--- config.mk ---
export PLATFORM = sky130hd
export DESIGN_NAME = frog_hop_ctrl
export DESIGN_NICKNAME = d
export VERILOG_FILES = /design/src/rtl/frog_hop_ctrl.sv
export SDC_FILE = /design/constraint.sdc
export NUM_CORES = 1
export LEC_CHECK = 0
export ABC_AREA = 1
export BUFFER_PORTS_ARGS = -buffer_cell sky130_fd_sc_hd__buf_4
export CORE_ASPECT_RATIO = 0.9
export CORE_MARGIN = 2
export CORE_UTILIZATION = 49
export DETAILED_ROUTE_END_ITERATION = 12
export PLACE_DENSITY_LB_ADDON = 0.25
export SETUP_SLACK_MARGIN = 0.15
export SKIP_LAST_GASP = 1
export SLEW_MARGIN = 40
export SYNTH_ARGS = -nofsm -noshare
export SYNTH_HDL_FRONTEND = slang
export SYNTH_SLANG_ARGS = --single-unit
--- constraint.sdc ---
create_clock -name frame_clk -period 6.2 [get_ports frame_clk]
set_input_delay 1.24 -clock frame_clk [delete_from_list [all_inputs] [get_ports frame_clk]]
set_output_delay 1.24 -clock frame_clk [all_outputs]
set_load 0.01 [all_outputs]
--- src/rtl/frog_hop_ctrl.sv ---
// frog_hop_ctrl: keyboard-driven, tile-aligned frog movement controller.
// Converts keycode edges into hops of STEP pixels per frame for HOP_FRAMES
// frames, with bounds rejection, post-hop cooldown, death and respawn.
// Optional feature macro: HOP_QUEUE_EN (one-entry buffer for a direction
// pressed during HOP/COOL, consumed in the first IDLE frame).
module frog_hop_ctrl #(
  parameter int unsigned X_START      = 320,
  parameter int unsigned Y_START      = 448,
  parameter int unsigned X_MIN        = 0,
  parameter int unsigned X_MAX        = 608,
  parameter int unsigned Y_MIN        = 0,
  parameter int unsigned Y_MAX        = 448,
  parameter int unsigned STEP         = 4,
  parameter int unsigned HOP_FRAMES   = 8,
  parameter int unsigned COOL_FRAMES  = 2,
  parameter int unsigned DEATH_FRAMES = 60
) (
  input  logic        frame_clk,
  input  logic        Reset_n,
  input  logic [15:0] keycode,
  input  logic        hit,
  output logic [9:0]  FrogX,
  output logic [9:0]  FrogY,
  output logic [1:0]  Dir,
  output logic        Hopping,
  output logic        Dead,
  output logic [7:0]  Hops,
  output logic [8:0]  LEDG
);

  typedef enum logic [1:0] {
    S_IDLE = 2'd0,
    S_HOP  = 2'd1,
    S_COOL = 2'd2,
    S_DEAD = 2'd3
  } state_t;

  typedef enum logic [1:0] {
    DIR_UP    = 2'b00,
    DIR_LEFT  = 2'b01,
    DIR_RIGHT = 2'b10,
    DIR_DOWN  = 2'b11
  } dir_t;

  localparam int unsigned TILE      = STEP * HOP_FRAMES;
  localparam logic [15:0] HOP_LAST  = 16'(HOP_FRAMES - 1);
  localparam logic [15:0] COOL_LAST = 16'(COOL_FRAMES - 1);
  localparam logic [15:0] DEAD_LAST = 16'(DEATH_FRAMES - 1);
  localparam logic [9:0]  STEP_W    = 10'(STEP);

  state_t      state_q, state_d;
  logic [15:0] cnt_q, cnt_d;
  logic [9:0]  x_q, x_d;
  logic [9:0]  y_q, y_d;
  dir_t        dir_q, dir_d;
  logic [7:0]  hops_q, hops_d;
  logic [15:0] key_prev_q;

`ifdef HOP_QUEUE_EN
  logic        qv_q, qv_d;
  dir_t        qdir_q, qdir_d;
`endif

  logic        key_is_move;
  dir_t        key_dir;
  logic        new_press;
  logic        take;
  dir_t        take_dir;

  // Bounds are evaluated in 11 bits so the tile offset cannot wrap or underflow.
  function automatic logic dir_legal(input dir_t d, input logic [9:0] x,
                                     input logic [9:0] y);
    logic ok;
    case (d)
      DIR_UP:    ok = ({1'b0, y} >= 11'(Y_MIN + TILE));
      DIR_DOWN:  ok = (({1'b0, y} + 11'(TILE)) <= 11'(Y_MAX));
      DIR_LEFT:  ok = ({1'b0, x} >= 11'(X_MIN + TILE));
      DIR_RIGHT: ok = (({1'b0, x} + 11'(TILE)) <= 11'(X_MAX));
      default:   ok = 1'b0;
    endcase
    return ok;
  endfunction

  // Decode movement keycodes and detect a fresh press against last frame's key.
  always_comb begin
    key_is_move = 1'b1;
    key_dir     = DIR_UP;
    case (keycode)
      16'h001A: key_dir = DIR_UP;
      16'h0004: key_dir = DIR_LEFT;
      16'h0007: key_dir = DIR_RIGHT;
      16'h0016: key_dir = DIR_DOWN;
      default:  key_is_move = 1'b0;
    endcase
    new_press = key_is_move && (keycode != key_prev_q);
  end

  // Select the direction request honoured in IDLE: live press first, then queue.
  always_comb begin
    take     = new_press;
    take_dir = key_dir;
`ifdef HOP_QUEUE_EN
    if (!new_press && qv_q) begin
      take     = 1'b1;
      take_dir = qdir_q;
    end
`endif
  end

  // Next-state, position, direction and hop-count logic.
  always_comb begin
    state_d = state_q;
    cnt_d   = cnt_q;
    x_d     = x_q;
    y_d     = y_q;
    dir_d   = dir_q;
    hops_d  = hops_q;
`ifdef HOP_QUEUE_EN
    qv_d    = qv_q;
    qdir_d  = qdir_q;
`endif

    case (state_q)
      S_IDLE: begin
`ifdef HOP_QUEUE_EN
        qv_d = 1'b0;
`endif
        if (hit) begin
          state_d = S_DEAD;
          cnt_d   = '0;
        end else if (take) begin
          dir_d = take_dir;
          if (dir_legal(take_dir, x_q, y_q)) begin
            state_d = S_HOP;
            cnt_d   = '0;
          end
        end
      end

      S_HOP: begin
        if (hit) begin
          state_d = S_DEAD;
          cnt_d   = '0;
`ifdef HOP_QUEUE_EN
          qv_d    = 1'b0;
`endif
        end else begin
          case (dir_q)
            DIR_UP:    y_d = y_q - STEP_W;
            DIR_DOWN:  y_d = y_q + STEP_W;
            DIR_LEFT:  x_d = x_q - STEP_W;
            DIR_RIGHT: x_d = x_q + STEP_W;
            default:   ;
          endcase
          if (cnt_q == HOP_LAST) begin
            cnt_d   = '0;
            state_d = (COOL_FRAMES == 0) ? S_IDLE : S_COOL;
            if (dir_q == DIR_UP && hops_q != '1) begin
              hops_d = hops_q + 8'd1;
            end
          end else begin
            cnt_d = cnt_q + 16'd1;
          end
`ifdef HOP_QUEUE_EN
          if (new_press) begin
            qv_d   = 1'b1;
            qdir_d = key_dir;
          end
`endif
        end
      end

      S_COOL: begin
        if (hit) begin
          state_d = S_DEAD;
          cnt_d   = '0;
`ifdef HOP_QUEUE_EN
          qv_d    = 1'b0;
`endif
        end else begin
          if (cnt_q == COOL_LAST) begin
            state_d = S_IDLE;
            cnt_d   = '0;
          end else begin
            cnt_d = cnt_q + 16'd1;
          end
`ifdef HOP_QUEUE_EN
          if (new_press) begin
            qv_d   = 1'b1;
            qdir_d = key_dir;
          end
`endif
        end
      end

      S_DEAD: begin
        if (cnt_q == DEAD_LAST) begin
          state_d = S_IDLE;
          cnt_d   = '0;
          x_d     = 10'(X_START);
          y_d     = 10'(Y_START);
          dir_d   = DIR_UP;
          hops_d  = '0;
        end else begin
          cnt_d = cnt_q + 16'd1;
        end
      end

      default: begin
        state_d = S_IDLE;
        cnt_d   = '0;
      end
    endcase
  end

  // State and datapath registers with synchronous active-low reset.
  always_ff @(posedge frame_clk) begin
    if (!Reset_n) begin
      state_q    <= S_IDLE;
      cnt_q      <= '0;
      x_q        <= 10'(X_START);
      y_q        <= 10'(Y_START);
      dir_q      <= DIR_UP;
      hops_q     <= '0;
      key_prev_q <= '0;
`ifdef HOP_QUEUE_EN
      qv_q       <= 1'b0;
      qdir_q     <= DIR_UP;
`endif
    end else begin
      state_q    <= state_d;
      cnt_q      <= cnt_d;
      x_q        <= x_d;
      y_q        <= y_d;
      dir_q      <= dir_d;
      hops_q     <= hops_d;
      key_prev_q <= keycode;
`ifdef HOP_QUEUE_EN
      qv_q       <= qv_d;
      qdir_q     <= qdir_d;
`endif
    end
  end

  assign FrogX   = x_q;
  assign FrogY   = y_q;
  assign Dir     = dir_q;
  assign Hops    = hops_q;
  assign Hopping = (state_q == S_HOP);
  assign Dead    = (state_q == S_DEAD);
  assign LEDG    = {5'b0, state_q == S_DEAD, state_q == S_COOL,
                    state_q == S_HOP, state_q == S_IDLE};

endmodule
# Word-level counts from Yosys, hierarchy flattened
# Index checks and enable logic that the tools add are counted.
[totals] out_inout_bits=41 ff_bits=64 latchBits=0 memories=0 romBits=0 word_cells=103 input_bits=19 ramBits=0
[classes] n_lt_le_gt_ge=4 div=0 n_bitwise=0 n_mux=40 n_mul=0 eq_ne=30 add_sub_neg=8 shift=0 n_reduce_logical=14
[ops] cell="$mux 16" count=8
[ops] cell="$pmux 10 s2" count=4
[ops] cell="$pmux 16 s4" count=1
[ops] cell="$eq 16x3->1 const B" count=3
[ops] cell="$mux 10" count=4
[ops] cell="$eq 16x5->1 const B" count=2
[ops] cell="$mux 8" count=4
[ops] cell="$add 10x6->11 const B" count=2
[ops] cell="$add 10x3->10 const B" count=2
[ops] cell="$ge 10x6->1 const B" count=2
[ops] cell="$mux 2" count=10
[ops] cell="$sub 10x3->10 const B" count=2
[ops] cell="$add 16x1->16 const B" count=1
[ops] cell="$eq 16x1->1 const B" count=1
[ops] cell="$eq 16x6->1 const B" count=1
[ops] cell="$ne 16x16->1" count=1
[ops] cell="$pmux 8 s2" count=1
[ops] cell="$eq 2x2->1 const B" count=6
[ops] cell="$ne 3x2->1 const B" count=4
[ops] cell="$reduce_and 4->1" count=3
[ops] cell="$le 11x10->1 const B" count=1
[ops] cell="$le 11x9->1 const B" count=1
[ops] cell="$reduce_and 5->1" count=2
[ops] cell="$add 8x1->8 const B" count=1
[ops] cell="15 further kinds" count=29

# Logic depth before layout (Yosys ltp)
[logic_depth] word_depth=11 depth_mapped=15 depth_no_buf=15

# Worst setup path after synthesis
# Ideal clock, no wire load.
[synth_path] path_type="input -> register" start="in keycode[5]" end="reg state_q[0]" cell_stages=14 setup_ps=115 slack_ps=3822 required_ps=6085 path_buffers=0 arrival_ps=2263 cell_sequence="inv_1 -> nand2_1 -> nor2_1 -> nand2_1 -> nand2_2 -> nand2_1 -> inv_1 -> nand2_1 -> nand2_1 -> nand2_1 -> nand2_2 -> nand2_2 -> a21oi_1 -> nor2_1"
[synth_between] elab_chain_cells=9 elab_cells_between_ends=20 classes_between="eq/ne: 10; mux: 6; reduce/logical: 4"
[synth_lines] item="start, declared" line_no="20" source="input logic [15:0] keycode,"
[synth_lines] item="$eq 16x5->1 / $eq 16x3->1 (equally long branches)" line_no="88" source="case (keycode)"
[synth_lines] item="$pmux 2 s3" line_no="88"
[synth_lines] item="$eq 2x2->1, or another cell as far along" line_no="74" source="case (d)"
[synth_lines] item="$pmux 1 s4" line_no="74"
[synth_lines] item="$mux 1" line_no="131" source="end else if (take) begin"
[synth_lines] item="$mux 1" line_no="128" source="if (hit) begin"
[synth_lines] item="$mux 1" line_no="123" source="case (state_q)"
[synth_lines] item="$ne 3x2->1 (no line)"
[synth_lines] item="$reduce_and 5->1 (no line) *"
[synth_lines] item="end signal, assigned" line_no="231" source="state_q <= state_d;"
[synth_lines] item="end, declared" line_no="51" source="state_t state_q, state_d;"
# Mark *: on every way between the ends. The rest lies on a longest branch, timed or not. The select of a mux whose other input is x is not followed.
# A chain may end at the register's enable or synchronous reset.

# Worst setup path in the final report
[layout_path] start="reg state_q[1]" end="out Dead"
[layout_between] elab_chain_cells=1
[layout_lines] item="$eq 2x2->1" line_no="250" source="assign Dead = (state_q == S_DEAD);"
[layout_lines] item="end, declared" line_no="26" source="output logic Dead,"
# Every way passes these cells.

==> run_results.csv <==
group,metric,value,unit
floorplanning,dieArea,8620,µm²
worst_setup_path,reg2reg_from,"Dir[1]",
timing,slew_headroom,0.538,
place,dp_hpwl,6490,µm
clock_tree,clk_pin_slew,0.07,ns
finish,layout-drive-gt1-share,0.153,
routing,first_pass_iters,4,
finish,n_fill_cell,740,
synth,synth_seq_area_share,0.311,
timing,setup_violations,0,
routing,vias,3634,
synth,synthTopCellsByArea,"dfxtp_1 (31%), nand2_1 (12%), inv_1 (6.9%)",
pwr,leakage,2.04,nW
routing,ant_nets,0,
worst_setup_path,worstPathCellList,"nand2_2, inv_1, buf_4",
grt,grt_pass1_wl,14900,µm
outcome,run_status,"finished clean",
floorplanning,placementRows,30,
grt,grt_overflow,0,
worst_setup_path,cp.arrival,1.55,ns
floorplanning,chipHeight,88.3,µm
timing,clock_skew,0.0119,ns
timing,min_period_over_period,0.450,
worst_setup_path,crit_family,"flip-flops",
place,place_inst,699,
synth,synthCells,565,
timing,period_minus_slack,2.79,ns
timing,hold_viol,0,
pwr,finalPower,0.00133,W
synth,synth_top_area_frac,0.311,
hold_path,hp-start,"Hops[4]",
routing,viasPerCell,5.08,
finish,area_growth,15.5,%
timing,fin_ws,3.41,ns
grt,grt_pass1_vias,3354,
finish,antenna_cells,0,
place,dp_slack,3.33,ns
clock_tree,cts_max_level,3,
clock_tree,cts.sinks,60,
hold_path,whs_path_depth,1,
grt,grt_max_degree,30,
timing,rsz0062_at_grt,"no",
clock_tree,clockBufferDepth,2,
synth,ys.flop_type,"dfxtp_1",
synth,avgSynthCellArea,6.84,µm²
worst_setup_path,cp_slowest_cell,"dfxtp_1",
clock_tree,hold_buffers,0,
worst_setup_path,worst-path-buf-inv,2,
grt,antenna_found_initial,0,
synth,yosys_warnings,0,
synth,ys_types,38,
routing,wl_per_cell,12.2,µm
place,io_buffers,50,
synth,ys_seq_elements,60,
floorplanning,io_pins,60,
synth,synth_area,3870,µm²
worst_setup_path,slowest_delay,0.54,ns
worst_setup_path,worst_setup_path_start_kind,"register",
worst_setup_path,crit_path_max_fanout,9,
clock_tree,numCtsBuffers,9,
synth,synth-async-reset-ratio,0,
hold_path,hold_class,"reg -> reg",
worst_setup_path,setup.worst_path.end_class,"output pin",
pwr,p_per_area,299,nW/µm²
clock_tree,cts_root_buf,"clkbuf_8",
finish,finalNonFillerCells,715,
floorplanning,dieWidth,97.6,µm
worst_setup_path,cp.required,4.96,ns
floorplanning,initial_utilization,0.510,
synth,synth-edff-count,0,
clock_tree,clk_latency,0.34,ns
worst_setup_path,crit_start,"state_q[1]",
finish,final_util,0.589,
timing,finalMaxSlewViolations,0,
floorplanning,core_area,7580,µm²
clock_tree,post_cts_buffers,0,
synth,yosysTopAreaCell,"dfxtp_1",
timing,tightestPinTransition,0.686,ns
worst_setup_path,path_class,"reg -> out",
finish,layout_commonest_cell,"nand2_1",
timing,fmax,359,MHz
run,maxCapViolations,0,
routing,drt-initial-drc-count,137,
worst_setup_path,reg2reg_depth,12,
clock_tree,post_cts_resized,0,
finish,num-nets-final,652,
place,place_congestion,0.893,
grt,grt_usage,0.212,
routing,wl,8740,µm
pwr,ir_worst_vdd,0.140,mV
timing,finalSetupTns,0,ns
worst_setup_path,crit_cells,3,
routing,drc,0,
clock_tree,cts_tree,"done",
finish,final_cell_mix,"nand2_1 (122), inv_1 (71), dfxtp_1 (60)",
## power breakdown
part | internal (W) | switching [W]
Sequential | 0.000422 | 0.0000559
Combinational | 0.000196 | 0.000309
Clock | 0.000200 | 0.000150
## synth_stat cells (6+ instances only)
| cell | instances |
|---|---|
| a21oi_1 | 53 |
| nor2_1 | 52 |
| nand3_1 | 43 |
| ha_1 | 17 |
| o21ai_0 | 17 |
| nand4_1 | 18 |
| buf_4 | 12 |
| xnor2_1 | 20 |
| xor2_1 | 11 |
| inv_1 | 71 |
| nand2_1 | 122 |
| or2_2 | 6 |
| nand2_2 | 7 |
| dfxtp_1 | 60 |
## cells by family after synthesis
logic type | count (synthesis) | share of synthesized area
simple gates | 269 | 0.318
buf+inv | 97 | 0.109
compound gates | 88 | 0.126
flops | 60 | 0.311
xor+xnor | 31 | 0.0702
fa+ha+maj | 19 | 0.0654
other cells | 1 | 0.000970
## stage by stage
step / hold slack, ns / cell area (µm²)
2_1_floorplan: 0.457 / 3900
3_3_place_gp: 0.469 / 4260
3_5_place_dp: 0.478 / 4260
4_1_cts: 0.493 / 4460
5_1_grt: 0.508 / 4460
6_report: 0.494 / 4460
## layout make-up
class | count | area, µm² | area share
Clock buffer | 16 | 200 | 0.0448
Inverter | 76 | 285 | 0.0639
Timing Repair Buffer | 51 | 383 | 0.0858
Tap cell | 96 | 120 | 0.0269
Multi-Input combinational cell | 416 | 2270 | 0.510
Sequential cell | 60 | 1200 | 0.269
## final timing paths
path	end	slack, ns
max	Dead	3.41
min	Hops[4]	0.49
max reg2reg	FrogX[8]	3.82
min reg2reg	Hops[4]	0.49
## state kept, by name, summed over array words and instances, names as in the netlist
signal and count:
Dir 2, FrogX 8, FrogY 8, Hops 8
cnt_q 16, key_prev_q 16, state_q 2
## per-layer routing
| layer | track usage | routed length (µm) |
|---|---|---|
| met2 | 0.354 | 3990 |
| met5 | 0 | 0 |
| met4 | 0.0934 | 159 |
| met3 | 0.0450 | 324 |
| met1 | 0.269 | 4270 |
Note: power is estimated with default switching activity, not from simulation.
